$ cat config.mk
export PLATFORM = sky130hd
export DESIGN_NAME = clk_div_gen
export DESIGN_NICKNAME = d
export VERILOG_FILES = /design/src/rtl/clk_div_pkg.sv /design/src/rtl/clk_div_odd_ext.sv /design/src/rtl/clk_div_gen.sv
export SDC_FILE = /design/constraint.sdc
export NUM_CORES = 1
export LEC_CHECK = 0
export CORE_UTILIZATION = 29
export DETAILED_ROUTE_END_ITERATION = 10
export HOLD_SLACK_MARGIN = 0.1
export PLACE_DENSITY = 0.44
export SLEW_MARGIN = 20
export SYNTH_ARGS = -nofsm -noshare
export SYNTH_HDL_FRONTEND = slang
export SYNTH_HIERARCHICAL = 1
export SYNTH_SLANG_ARGS = --single-unit
$ cat constraint.sdc
create_clock -name i_ref_clk -period 5.8 [get_ports i_ref_clk]
set_clock_uncertainty 0.2 [all_clocks]
set_input_delay 0.58 -clock i_ref_clk [delete_from_list [all_inputs] [get_ports i_ref_clk]]
set_output_delay 0.58 -clock i_ref_clk [all_outputs]
set_load 0.02 [all_outputs]
$ cat src/rtl/clk_div_pkg.sv
// Shared types and constants for the reference-clock divider.
package clk_div_pkg;

  localparam int unsigned DIV_W_DEF  = 8;
  // Ratios below this value pass the reference clock straight through.
  localparam int unsigned BYPASS_MAX = 2;

  typedef enum logic [1:0] {
    ST_STOP,
    ST_BYPASS,
    ST_LOW,
    ST_HIGH
  } state_e;

  typedef enum logic [1:0] {
    SEL_OFF,
    SEL_REF,
    SEL_DIV
  } sel_e;

  function automatic sel_e sel_of(state_e s);
    case (s)
      ST_BYPASS:       return SEL_REF;
      ST_LOW, ST_HIGH: return SEL_DIV;
      default:         return SEL_OFF;
    endcase
  endfunction

endpackage

$ cat src/rtl/clk_div_odd_ext.sv
// Falling-edge copy of the divided-high flag; ORed in by the top to
// stretch odd-ratio high phases by half a reference cycle.
module clk_div_odd_ext (
  input  logic clk_i,
  input  logic rst_ni,
  input  logic hi_i,
  input  logic odd_i,
  output logic ext_o
);

  logic ext_q;

  always_ff @(negedge clk_i or negedge rst_ni) begin
    if (!rst_ni) ext_q <= 1'b0;
    else         ext_q <= hi_i & odd_i;
  end

  assign ext_o = ext_q;

endmodule

$ cat src/rtl/clk_div_gen.sv
// Programmable reference-clock divider with bypass and glitch-free ratio reload.
// Define CLK_DIV_ODD50_EN to get exact 50% duty on odd ratios.
module clk_div_gen
  import clk_div_pkg::*;
#(
  parameter int unsigned DIV_W = DIV_W_DEF
) (
  input  logic             i_ref_clk,
  input  logic             i_rst_n,
  input  logic             i_clk_en,
  input  logic [DIV_W-1:0] i_div_ratio,
  input  logic             i_load,
  output logic             o_div_clk,
  output logic             o_tick,
  output logic             o_ratio_ack
);

  localparam logic [DIV_W-1:0] THR = DIV_W'(BYPASS_MAX);
  localparam logic [DIV_W-1:0] ONE = DIV_W'(1);

  state_e           state_q;
  sel_e             sel_q;
  logic [DIV_W-1:0] cnt_q, r_act_q, r_shd_q;
  logic             pend_q, div_q, tick_q, ack_q;

  logic [DIV_W-1:0] half, lo_last, hi_last, load_ratio_d;
  logic             div_out;

  assign half         = {1'b0, r_act_q[DIV_W-1:1]};
  assign lo_last      = half + DIV_W'(r_act_q[0]) - ONE;
  assign hi_last      = half - ONE;
  // A load landing exactly on the boundary wins over the shadow copy.
  assign load_ratio_d = i_load ? i_div_ratio : r_shd_q;

  always_ff @(posedge i_ref_clk or negedge i_rst_n) begin
    if (!i_rst_n) begin
      state_q <= ST_STOP;
      sel_q   <= SEL_OFF;
      cnt_q   <= '0;
      r_act_q <= '0;
      r_shd_q <= '0;
      pend_q  <= 1'b0;
      div_q   <= 1'b0;
      tick_q  <= 1'b0;
      ack_q   <= 1'b0;
    end else begin
      tick_q <= 1'b0;
      ack_q  <= 1'b0;
      if (!div_q) sel_q <= sel_of(state_q);
      if (i_load) begin
        r_shd_q <= i_div_ratio;
        pend_q  <= 1'b1;
      end
      case (state_q)
        ST_STOP: begin
          div_q <= 1'b0;
          if (i_clk_en) begin
            r_act_q <= i_div_ratio;
            ack_q   <= 1'b1;
            cnt_q   <= '0;
            pend_q  <= 1'b0;
            if (i_div_ratio < THR) begin
              state_q <= ST_BYPASS;
              sel_q   <= SEL_REF;
              tick_q  <= 1'b1;
            end else begin
              state_q <= ST_LOW;
              sel_q   <= SEL_DIV;
            end
          end
        end
        ST_BYPASS: begin
          div_q <= 1'b0;
          if (!i_clk_en) begin
            state_q <= ST_STOP;
            sel_q   <= SEL_OFF;
          end else if (pend_q) begin
            r_act_q <= r_shd_q;
            ack_q   <= 1'b1;
            pend_q  <= i_load;
            cnt_q   <= '0;
            if (r_shd_q < THR) begin
              tick_q <= 1'b1;
            end else begin
              state_q <= ST_LOW;
              sel_q   <= SEL_DIV;
            end
          end else begin
            tick_q <= 1'b1;
          end
        end
        ST_LOW: begin
          if (cnt_q == lo_last) begin
            cnt_q   <= '0;
            state_q <= ST_HIGH;
            div_q   <= 1'b1;
            tick_q  <= 1'b1;
          end else begin
            cnt_q <= cnt_q + ONE;
            div_q <= 1'b0;
          end
        end
        ST_HIGH: begin
          if (cnt_q == hi_last) begin
            // Period boundary: the only point where enable and reloads take effect.
            cnt_q <= '0;
            div_q <= 1'b0;
            if (!i_clk_en) begin
              state_q <= ST_STOP;
            end else if (pend_q || i_load) begin
              r_act_q <= load_ratio_d;
              ack_q   <= 1'b1;
              pend_q  <= 1'b0;
              if (load_ratio_d < THR) begin
                state_q <= ST_BYPASS;
                tick_q  <= 1'b1;
              end else begin
                state_q <= ST_LOW;
              end
            end else begin
              state_q <= ST_LOW;
            end
          end else begin
            cnt_q <= cnt_q + ONE;
            div_q <= 1'b1;
          end
        end
        default: state_q <= ST_STOP;
      endcase
    end
  end

`ifdef CLK_DIV_ODD50_EN
  logic odd_ratio, ext_hi;
  assign odd_ratio = r_act_q[0] && (r_act_q != ONE);

  clk_div_odd_ext u_odd_ext (
    .clk_i  (i_ref_clk),
    .rst_ni (i_rst_n),
    .hi_i   (div_q),
    .odd_i  (odd_ratio),
    .ext_o  (ext_hi)
  );

  assign div_out = div_q | ext_hi;
`else
  assign div_out = div_q;
`endif

  always_comb begin
    o_div_clk = 1'b0;
    case (sel_q)
      SEL_REF: o_div_clk = i_ref_clk;
      SEL_DIV: o_div_clk = div_out;
      default: o_div_clk = 1'b0;
    endcase
  end

  assign o_tick      = tick_q;
  assign o_ratio_ack = ack_q;

endmodule
After elaboration in Yosys (flattened, before gate mapping):

Index checks and enable logic that the tools add are counted.

* input bits: 12
* flip-flop bits (word level): 32
* output and inout bits: 3

* mux-type cells: 61
* order comparisons: 3
* equal/unequal tests: 16
* add/sub/neg operators: 4
* reductions and logical operators: 8

Operator list (number)
* 8-bit 2-to-1 mux: 12
* 8-bit one-hot mux with 4 select lines: 1
* 2-bit 2-to-1 mux: 15
* 8-bit by 2-bit less-than comparator with 1-bit output, second input constant: 3
* 1-bit 2-to-1 mux: 24
* 8-bit one-hot mux with 3 select lines: 1
* 8-bit == test: 2
* 2-bit != test, second input constant: 7
* 1-bit one-hot mux with 3 select lines: 3
* 7-bit by 1-bit adder with 8-bit output: 1
* 8-bit by 1-bit adder with 8-bit output, second input constant: 1
* 2-bit one-hot mux with 2 select lines: 2
* 2-bit one-hot mux with 4 select lines: 1
* 7-bit by 1-bit subtractor with 8-bit output, second input constant: 1
* 8-bit by 1-bit subtractor with 8-bit output, second input constant: 1
* 7-bit AND reduction: 1
* 2-bit == test, second input constant: 3
* 3-bit != test, second input constant: 2
* 5-bit AND reduction: 1
* 2-bit by 1-bit == test with 1-bit output, second input constant: 2
* 1-bit one-hot mux with 4 select lines: 1
* 2-bit OR reduction: 2
* 3-bit AND reduction: 1
* 3-bit nonzero test: 1
* other kinds (3): 3

Longest topological paths before layout:

* depth after elaboration: 8
* depth in mapped cells: 9

==> impl_metrics.yaml <==
clock_network:
  hold_buffers: 0
  cts_tree: "yes"
  clk_pin_slew_ps: 60
  post-cts-setup-buffer-count: 0
  worstSkewPairLatency_ps: 380
  cts_resized: 0
global_routing:
  grt-ovfl-total: 0
  grt_pass1_vias: 1722
  track_usage_pct: 14.0
  antenna_found_initial: 0
  grt_max_degree: 33
  grt_pass1_wl_um: 8330
timing:
  hold_viol_final: 0
  rsz0062_at_grt: "no"
  worst_pin_slew_ps: 786
  setup_slack_ps: 1170
  setup_tns_ps: 0
  relSlewSlack_pct: 47.6
  slew_viol_final: 0
  setup-violations-final: 0
hold_path:
  min_to: "r_shd_q[0]"
  min_path_cells: 1
  min_path_type: "reg -> reg"
  worstHoldStart: "r_shd_q[0]"
finish:
  fin_cells: 345
  drive_above_1_share_pct: 16.7
  area_growth_pct: 16.2
  fin_nets: 264
  diodes: 0
logic_synthesis:
  syn_nets: 247
  synth_cells: 229
  yosysWarnings: 6
  synth-edff-count: 0
  ys_seq_area_share_pct: 36.2
  async_reset_ff_share_pct: 100
  synth.avg_cell_area_sq_um: 9.65
  synth_flop_cell: "dfrtp_1"
  synth.cell_area_sq_um: 2210
  yosysUniqueCellTypes: 51
  ys_ff_latch: 32
floorplanning:
  dieArea_sq_um: 7970
  rows: 31
  core_sq_um: 7290
  ios: 15
  dieWidth_um: 89.3
  start_util_pct: 30.3
  die_h_um: 89.3
route:
  ant_nets: 0
  drc: 0
  dr.pass1.iters: 4
  num_vias: 1697
  wl_per_cell_um: 13.9
  routed_via_density: 4.92
  initialDrtViolationCount: 38
  wl_um: 4810
worst_setup_path:
  slowest_stage: "clkdlybuf4s50_1"
  start_kind: "clock port"
  cp_top_family: "buffers and inverters"
  worst_path_most_repeated_cell: "clkbuf_8"
  path_class: "clk -> out"
  crit_chain: "clkbuf_8 -> clkbuf_8 -> a22oi_1 -> nor2_1 -> clkdlybuf4s50_1"
  r2r_cells: 8
  critPathBufInv: 3
  r2r_slack_ps: 2960
  worstReg2RegStart: "r_act_q[2]"
  critical_path_arrival_ps: 3850
  max_stage_delay_ps: 530
  critPathCaptureType: "output pin"
  r2r_end: "r_act_q[5]"
  required_ps: 5020
  path_max_fanout: 2
power_and_ir_drop:
  p_leak_nw: 1.01
  power.density_nw_per_um2: 445
  ir_drop_v: 0.000138
  total_power_mw: 1.14
placed_design:
  place_ws_ps: 1430
  gp_congestion: 0.763
  port_buffers: 14
  dp_cells: 335
  post-dp-hpwl_um: 3540
flow_run:
  drv_cap: 0
outcome:
  outcome: "complete, no violations"
## area by class of cell
cell class	instances	area, sq um
tap	99	124
timing repair buffer	14	138
clock inverter	1	5.00
clock buffer	10	124
inverter	9	33.8
multi-input combinational	180	1340
sequential	32	801
fill	772	4720
## synth_stat cells, drive strengths merged (2+ instances only)
master / instances / share of area [%]
nand2b: 7 / 2.0
o211ai: 8 / 5.1
ha: 6 / 3.4
nor3b: 3 / 1.0
o22ai: 2 / 0.57
xor2: 3 / 1.2
or2: 3 / 0.85
a21boi: 2 / 0.68
a32o: 2 / 0.91
nand2: 25 / 4.2
inv: 9 / 1.5
dfrtp: 32 / 36
nor3: 4 / 0.91
nand3: 8 / 2.4
and2: 2 / 0.57
a21oi: 13 / 3.5
mux2i: 10 / 4.5
buf: 5 / 0.96
nand4: 8 / 2.3
nor4: 3 / 0.85
o21ai: 7 / 1.6
or3b: 2 / 0.79
xnor2: 7 / 2.8
nor2: 18 / 3.1
mux2: 18 / 9.2
clkbuf: 3 / 0.51
or3: 4 / 1.1
## logic make-up (layout without fill, tap and decap cells)
group	after synthesis	in the layout	synth area share [%]
xor+xnor	10	10	3.96
simple gates	90	90	21.2
mux	28	28	13.7
buf+inv	17	34	3.00
flops	32	32	36.2
fa+ha+maj	6	6	3.40
compound gates	46	46	18.5
## layer usage
metal,up-vias,global-route usage [%],routed length [um]
li1,868,-,-
met2,17,22.6,2230
met4,0,4.76,40
met1,806,18.4,2440
met5,-,0,0
met3,6,3.51,99
## where the power goes
group,leakage [nW],switching (mW),total (mW),internal (mW)
clock,0.0712,0.0966,0.234,0.137
combinational,0.560,0.258,0.492,0.234
sequential,0.382,0.125,0.416,0.292
total,1.01,0.479,1.14,0.663
## registers in the layout, summed over array words and instances, names as in the netlist
name and flops:
cnt_q 8, div_out 1, o_ratio_ack 1, o_tick 1
pend_q 1, r_act_q 8, r_shd_q 8, sel_q 2
state_q 2
## cell usage in the layout, fill, tap and decap left out, drive strengths merged, types with 4 or more instances in the layout
cell            n
o21ai           7
clkbuf          9
nor2           18
mux2           18
xnor2           7
nand3           8
ha              6
or3             4
inv             9
dfrtp          32
mux2i          10
nor3            4
a21oi          13
nand2          25
clkdlybuf4s50  14
nand2b          7
nand4           8
o211ai          8
## how the worst max path moves through the flow
stage                         start         to  cells past startpoint
final                     i_ref_clk  o_div_clk                      5
after floorplan           i_ref_clk  o_div_clk                      2
after global routing      i_ref_clk  o_div_clk                      5
after detailed placement  i_ref_clk  o_div_clk                      3
after global placement    i_ref_clk  o_div_clk                      3
after CTS                 i_ref_clk  o_div_clk                      5
## metrics by stage
stage	hold slack [ps]	utilization, %	instance area, sq um
after floorplan	84.4	-	2210
after global placement	290	33.6	2450
after detailed placement	303	33.6	2450
after CTS	319	35.2	2570
after global routing	326	35.2	2570
final	319	35.2	2570
## worst reg2reg max path: stages (launching register included)
cell	delay, ps
dfrtp_1	410
inv_1	130
ha_1	260
or3b_1	370
a211o_1	330
nor2_1	200
o211ai_4	130
a21oi_4	340
mux2_2	380
Power figures use the tool's default switching activity.
